**src/rtl/regfile_pkg.sv**
```systemverilog
// Shared IR field layout and sizing helpers for the general-purpose register file.
package regfile_pkg;

  localparam int RA_MSB = 26;
  localparam int RA_LSB = 23;
  localparam int RB_MSB = 22;
  localparam int RB_LSB = 19;
  localparam int RC_MSB = 18;
  localparam int RC_LSB = 15;
  localparam int C_MSB  = 18;

  localparam int FIELD_W          = RA_MSB - RA_LSB + 1;
  localparam int DEFAULT_NUM_REGS = 16;

  // A two-entry bank still needs a one-bit index, so never return zero.
  function automatic int idx_width(input int n);
    return (n <= 2) ? 1 : $clog2(n);
  endfunction

endpackage

```
**src/rtl/select_encode.sv**
```systemverilog
// IR field decode: picks the register index named by Gra/Grb/Grc and
// sign-extends the 19-bit constant field onto the bus width.
module select_encode
  import regfile_pkg::*;
#(
  parameter int DATA_WIDTH = 32,
  parameter int IDX_W      = 4
) (
  input  logic [31:0]           IR,
  input  logic                  Gra,
  input  logic                  Grb,
  input  logic                  Grc,
  output logic [IDX_W-1:0]      sel,
  output logic [IDX_W-1:0]      ra_idx,
  output logic                  sel_valid,
  output logic [DATA_WIDTH-1:0] C_sign_extended
);

  logic [FIELD_W-1:0] ra_field;
  logic [FIELD_W-1:0] rb_field;
  logic [FIELD_W-1:0] rc_field;
  logic               unused_ir_bits;

  assign ra_field = IR[RA_MSB:RA_LSB];
  assign rb_field = IR[RB_MSB:RB_LSB];
  assign rc_field = IR[RC_MSB:RC_LSB];

  // Smaller banks only look at the low index bits of each field.
  assign ra_idx = IDX_W'(ra_field);

  assign sel = Gra ? ra_idx :
               Grb ? IDX_W'(rb_field) :
                     IDX_W'(rc_field);

  assign sel_valid = Gra | Grb | Grc;

  assign C_sign_extended = DATA_WIDTH'($signed(IR[C_MSB:0]));

  assign unused_ir_bits = ^IR[31:RA_MSB+1];

endmodule

```
**src/rtl/gp_register_file.sv**
```systemverilog
// General-purpose register bank with IR-field select, R0 base-address gating
// and a per-register busy scoreboard. Optional debug read port: REGFILE_DEBUG_PORT_EN.
module gp_register_file
  import regfile_pkg::*;
#(
  parameter int                    DATA_WIDTH = 32,
  parameter int                    NUM_REGS   = DEFAULT_NUM_REGS,
  parameter logic [DATA_WIDTH-1:0] INIT       = '0,
  parameter int                    BA_GATE    = 1,
  localparam int                   IDX_W      = idx_width(NUM_REGS)
) (
  input  logic                  clock,
  input  logic                  clear_n,
  input  logic                  enable,
  input  logic [31:0]           IR,
  input  logic                  Gra,
  input  logic                  Grb,
  input  logic                  Grc,
  input  logic                  Rin,
  input  logic                  Rout,
  input  logic                  BAout,
  input  logic                  issue,
  input  logic [DATA_WIDTH-1:0] BusMuxOut,
`ifdef REGFILE_DEBUG_PORT_EN
  input  logic [IDX_W-1:0]      dbg_idx,
  output logic [DATA_WIDTH-1:0] dbg_data,
`endif
  output logic [DATA_WIDTH-1:0] BusMuxIn,
  output logic [DATA_WIDTH-1:0] C_sign_extended,
  output logic                  hazard,
  output logic [NUM_REGS-1:0]   busy
);

  logic [DATA_WIDTH-1:0] regs [NUM_REGS];
  logic [IDX_W-1:0]      sel;
  logic [IDX_W-1:0]      ra_idx;
  logic                  sel_valid;
  logic                  rd;
  logic                  r0_gated;
  logic                  write_en;

  select_encode #(
    .DATA_WIDTH (DATA_WIDTH),
    .IDX_W      (IDX_W)
  ) u_select_encode (
    .IR              (IR),
    .Gra             (Gra),
    .Grb             (Grb),
    .Grc             (Grc),
    .sel             (sel),
    .ra_idx          (ra_idx),
    .sel_valid       (sel_valid),
    .C_sign_extended (C_sign_extended)
  );

  assign write_en = enable & Rin & sel_valid;

  always_ff @(posedge clock or negedge clear_n) begin
    if (!clear_n) begin
      for (int i = 0; i < NUM_REGS; i++) begin
        regs[i] <= INIT;
      end
    end else if (write_en) begin
      regs[sel] <= BusMuxOut;
    end
  end

  // Issue is applied after the write-back clear so a same-index set wins.
  always_ff @(posedge clock or negedge clear_n) begin
    if (!clear_n) begin
      busy <= '0;
    end else if (enable) begin
      if (Rin && sel_valid) begin
        busy[sel] <= 1'b0;
      end
      if (issue) begin
        busy[ra_idx] <= 1'b1;
      end
    end
  end

  assign rd       = Rout | BAout;
  assign r0_gated = (BA_GATE != 0) && BAout && (sel == '0);

  // Idle reads drive zero so the output can feed an OR-style bus mux.
  always_comb begin
    BusMuxIn = '0;
    hazard   = 1'b0;
    if (rd && sel_valid && !r0_gated) begin
      BusMuxIn = regs[sel];
      hazard   = busy[sel];
    end
  end

`ifdef REGFILE_DEBUG_PORT_EN
  always_ff @(posedge clock or negedge clear_n) begin
    if (!clear_n) begin
      dbg_data <= '0;
    end else begin
      dbg_data <= regs[dbg_idx];
    end
  end
`endif

endmodule

```
**config.mk**
```make
export PLATFORM = sky130hd
export DESIGN_NAME = gp_register_file
export DESIGN_NICKNAME = d
export VERILOG_FILES = /design/src/rtl/regfile_pkg.sv /design/src/rtl/select_encode.sv /design/src/rtl/gp_register_file.sv
export SDC_FILE = /design/constraint.sdc
export NUM_CORES = 1
export LEC_CHECK = 0
export CAP_MARGIN = 20
export CORE_MARGIN = 10
export CORE_UTILIZATION = 55
export DETAILED_ROUTE_END_ITERATION = 8
export DONT_BUFFER_PORTS = 1
export PLACE_DENSITY_LB_ADDON = 0.12
export SYNTH_ARGS = -nofsm -noshare
export SYNTH_HDL_FRONTEND = slang
export SYNTH_HIERARCHICAL = 1
export SYNTH_SLANG_ARGS = --single-unit
```
**constraint.sdc**
```tcl
create_clock -name clock -period 4.3 [get_ports clock]
set_clock_uncertainty 0.15 [all_clocks]
set_input_delay 1.29 -clock clock [delete_from_list [all_inputs] [get_ports clock]]
set_output_delay 1.29 -clock clock [all_outputs]
set_load 0.005 [all_outputs]
```
# [Word-level counts from Yosys, hierarchy flattened]
# Index checks and enable logic that the tools add are counted.
[classes] magnitude_cmp=6 n_reduce_logical=9 n_bitwise=9 n_mux=19
[op_table] cell="$bwmux W512" n=1
[op_table] cell="$bmux W32 S4" n=1
[op_table] cell="$demux W32 S4" n=1
[op_table] cell="$mux W32" n=4
[op_table] cell="$mux W16" n=3
[op_table] cell="$and A16 B16 Y16" n=1
[op_table] cell="$not A16 Y16" n=1
[op_table] cell="$or A16 B16 Y16" n=1
[op_table] cell="$lt A4 B5 Y1 const B" n=2
[op_table] cell="$demux W1 S4" n=2
[op_table] cell="$ge A4 B1 Y1 const B" n=2
[op_table] cell="$mux W4" n=2
[op_table] cell="$logic_and A1 B1 Y1" n=7
[op_table] cell="$ge A5 B5 Y1 const B" n=1
[op_table] cell="$lt A5 B1 Y1 const B" n=1
[op_table] cell="$not A4 Y5" n=1
[op_table] cell="$bmux W1 S4" n=1
[op_table] cell="$logic_not A4 Y1" n=1
[op_table] cell="$mux W1" n=4
[op_table] cell="$or A1 B1 Y1" n=3
[op_table] cell="$and A1 B1 Y1" n=2
[op_table] cell="$logic_not A1 Y1" n=1
[word_totals] wordCells=60 out_inout_bits=81 register_bits=528 input_bits=74

# [Logic depth before layout (Yosys ltp)]
[logic_depth] depth_word=12 ltp_mapped=10 depth_no_buf=5

# [Hierarchy]
# The synthesis kept the hierarchy.
[modules_own_cells] mod="gp_register_file" cells_each=1450 n_inst=1 area_per_inst_um2=24091.9
[modules_own_cells] mod="select_encode" cells_each=51 n_inst=1 area_per_inst_um2=372.9

# [Worst setup path before layout]
# Ideal clock, no wire load.
[synth_timing] kind="input port to output port" startpoint="input Grb" endpoint="output BusMuxIn[0]" required_ns=2.860 stages=8 arrival_time_ns=3.106 slack_ns=-0.246 cell_sequence="buf_6 -> mux2i_1 -> o21ai_0 -> nor2b_1 -> and2_0 -> buf_2 -> clkbuf_1 -> a221o_1"
[synth_via] elab_chain_len=7
[synth_lines] item="from (decl)" line="gp_register_file.sv:17" source="input logic Grb,"
[synth_lines] item="$mux W4 *" line="select_encode.sv:32" source="Grb ? IDX_W'(rb_field) :"
[synth_lines] item="$mux W4 *" line="select_encode.sv:31" source="assign sel = Gra ? ra_idx :"
[synth_lines] item="via sel[2]" line="gp_register_file.sv:35" source="logic [IDX_W-1:0] sel;"
[synth_lines] item="$not A4 Y5 (implied by the code) / $logic_not A4 Y1 (equally long branches)" line="gp_register_file.sv:90, gp_register_file.sv:83"
[synth_lines] item="$bmux W32 S4 / $logic_and A1 B1 Y1 (equally long branches)" line="gp_register_file.sv:90, gp_register_file.sv:83"
[synth_lines] item="$mux W32 (implied by the code) / $logic_not A1 Y1 (equally long branches)" line="gp_register_file.sv:90, gp_register_file.sv:89"
[synth_lines] item="$mux W32 (implied by the code) / $logic_and A1 B1 Y1 (equally long branches)" line="gp_register_file.sv:90, gp_register_file.sv:89"
[synth_lines] item="$mux W32 *" line="gp_register_file.sv:89" source="if (rd && sel_valid && !r0_gated) begin"
[synth_lines] item="to (decl)" line="gp_register_file.sv:28" source="output logic [DATA_WIDTH-1:0] BusMuxIn,"
# Mark *: on every way through the listed nets, which the timed path passes. The rest lies on a longest branch. The select of a mux whose other input is x is not followed.

# [Worst setup path in the final report]
[layout_timing] startpoint="input Grb" endpoint="output BusMuxIn[27]"
# Same word-level chain as after synthesis.

==> run metrics <==
Cell Pwr Density 529 mW/mm^2; Post-synth EDFFs 0; RD Place Congestion 0.724; Max-Slew Margin vs Limit -0.323; synth top area cells dfrtp_1 (54%), mux2_2 (22%), mux4_2 (12%); fin nets 1561; Tcrit/Tclk final 1.07; largest net degree at the start of global routing 529; RSZ-0062 raised after global routing true; vias in the first global route 14594; # diodes 0; crit-path max FO 9; fin crit period 4.59 ns; core area 0.0441 sq mm; status complete, but fails checks; count of different cell masters after synthesis 49; Synth warnings 6; Synth Area per Inst 16.3 sq um; Worst Max-Slew Pin Slew 1.98 ns; most common cell after layout, fill and taps aside dfrtp_1; ANT nets after route 0; Syn Nets 1575; Ports 155; synthesized cell area 0.0245 sq mm; register area share after synthesis 0.540; Worst Setup Start Kind input pin; Initial Util 0.554; Worst-Skew Late Latency 0.59 ns; 1st-pass router iterations 5; DIE HEIGHT 231 um; Overall Power 14.5 mW; wirelength, routed 58.7 mm; f_max 218 MHz; GRT Resource Usage Total 0.221; Crit path required time 2.86 ns; Via density 6.27; Static Leak 12.4 nW; port bufs 0; Synth-to-Final Area Change 12.1%; # placed instances 2006; final cell count without fillers 2122; WP data arrival 3.15 ns; Worst-path clk slew 0.06 ns; Slew Limit Fails 286; Worst R2R Path Depth 1; die span in x 231 um; Setup CP Type input pin to output port; FFs w/ async S/R, synth 1.00; Final Worst Setup Slack -0.292 ns; most frequent cells in the layout dfrtp_1 (528), mux2_2 (483), mux4_2 (131); Initial DRC Count 1065; Yosys top cell area share 0.540; worst vdd ir 0.360 mV; fraction of layout cells with a size suffix above 1 0.558; total negative slack -8.23 ns; first-pass GRT wire length 90.4 mm; CTS Root Buffer Type clkbuf_16; r2r setup slk 3.34 ns; Hold Crit Class input pin to async pin; hpwl dp 33.9 mm; DRC Markers 0; CTS Buffer Depth 3; Synth area leader dfrtp_1; CP endpoint kind output port; # clock sinks 528; Fin. Hold Viols 0; initial antenna violation count 1; failing checks max-slew violations, negative setup slack; synthesized flop and latch total 528; fill count 3316; Num CTS Buffers 55; H-Tree Depth 2; Mapped Cells 1501; max-cap violation count 0; Overflow after GRT 0; Die ar. 0.0533 sq mm; CTS tree yes; final count of negative-setup-slack endpoints 33; post-DR wirelength/cell 27.7 um; Main synth FF type dfrtp_1; Reg-to-Reg End regs[100]; Cell Rows 77; worst r2r src regs[100]; vias 13308
logic make-up after synthesis:
logic type,share of synthesized area
AOI/OAI and AO/OA,0.0353
buffers and inverters,0.0461
DFF,0.540
muxes,0.358
and+or+nand+nor,0.0202
routing by layer:
metal	wire, um	GRT usage
met1	25600	0.291
met2	28600	0.369
met3	3240	0.0465
met4	1260	0.0594
met5	0	0
flip-flops by register name (all words and copies together) (netlist names):
signal,count
regs,512
busy,16
worst max path at each step:
stage / start / end / slack (ns) / cells after the start
final: Grb / BusMuxIn[27] / -0.29 / 7
after global routing: Grb / BusMuxIn[3] / -0.34 / 7
after CTS: Grb / BusMuxIn[3] / -0.31 / 7
after detailed placement: Grb / hazard / -0.37 / 6
after global placement: Grb / hazard / -0.37 / 6
after floorplan: Grb / BusMuxIn[25] / -0.16 / 9
synth_stat cells (6+ instances only):
master	number
a221o_1	32
a32o_1	32
buf_2	38
buf_4	57
buf_6	21
clkbuf_1	53
dfrtp_1	528
inv_1	10
mux2_1	29
mux2_2	483
mux4_2	131
nand2_1	7
nand3_2	6
o2bb2ai_1	9
metrics by stage:
stage / instance area [sq um] / worst slack (ns) / hold WS (ns) / utilization
2_1_floorplan: 24600 / -0.160 / 0.302 / -
3_3_place_gp: 25100 / -0.375 / 0.312 / 0.569
3_5_place_dp: 25100 / -0.372 / 0.323 / 0.569
4_1_cts: 27300 / -0.311 / 0.229 / 0.620
5_1_grt: 27400 / -0.343 / 0.220 / 0.621
6_report: 27400 / -0.292 / 0.238 / 0.621
critical path, cell delays in order:
cell	delay [ns]
mux2i_2	0.15
o21ai_4	0.18
buf_12	0.22
clkbuf_16	0.20
mux4_2	0.50
a32o_2	0.29
a221o_1	0.30
report_power, final:
group          leakage, nW  switching (mW)  internal [mW]
registers             6.79           0.640           6.25
logic                 4.64           0.843           1.78
clock network        0.944            1.94           3.06
total                 12.4            3.42           11.1
area by class of cell:
class / count / area [sq um] / share of cell area
Inverter: 10 / 37.5 / 0.00137
Multi-Input combinational cell: 790 / 10200 / 0.373
Clock inverter: 15 / 254 / 0.00926
Sequential cell: 528 / 13200 / 0.482
Timing Repair Buffer: 102 / 1290 / 0.0471
Clock buffer: 85 / 1660 / 0.0606
Tap cell: 592 / 741 / 0.0270
what timing repair did:
item | in CTS | in global routing
hold endpoints to repair | 0 | 0
pin swaps | 3 | 3
gates cloned | 5 | 4
buffers inserted | 8 | 1
resized for setup | 29 | 12
hold buffers | 0 | 0
endpoints found under the setup margin | 33 | 33
(Power assumes the default switching activity.)
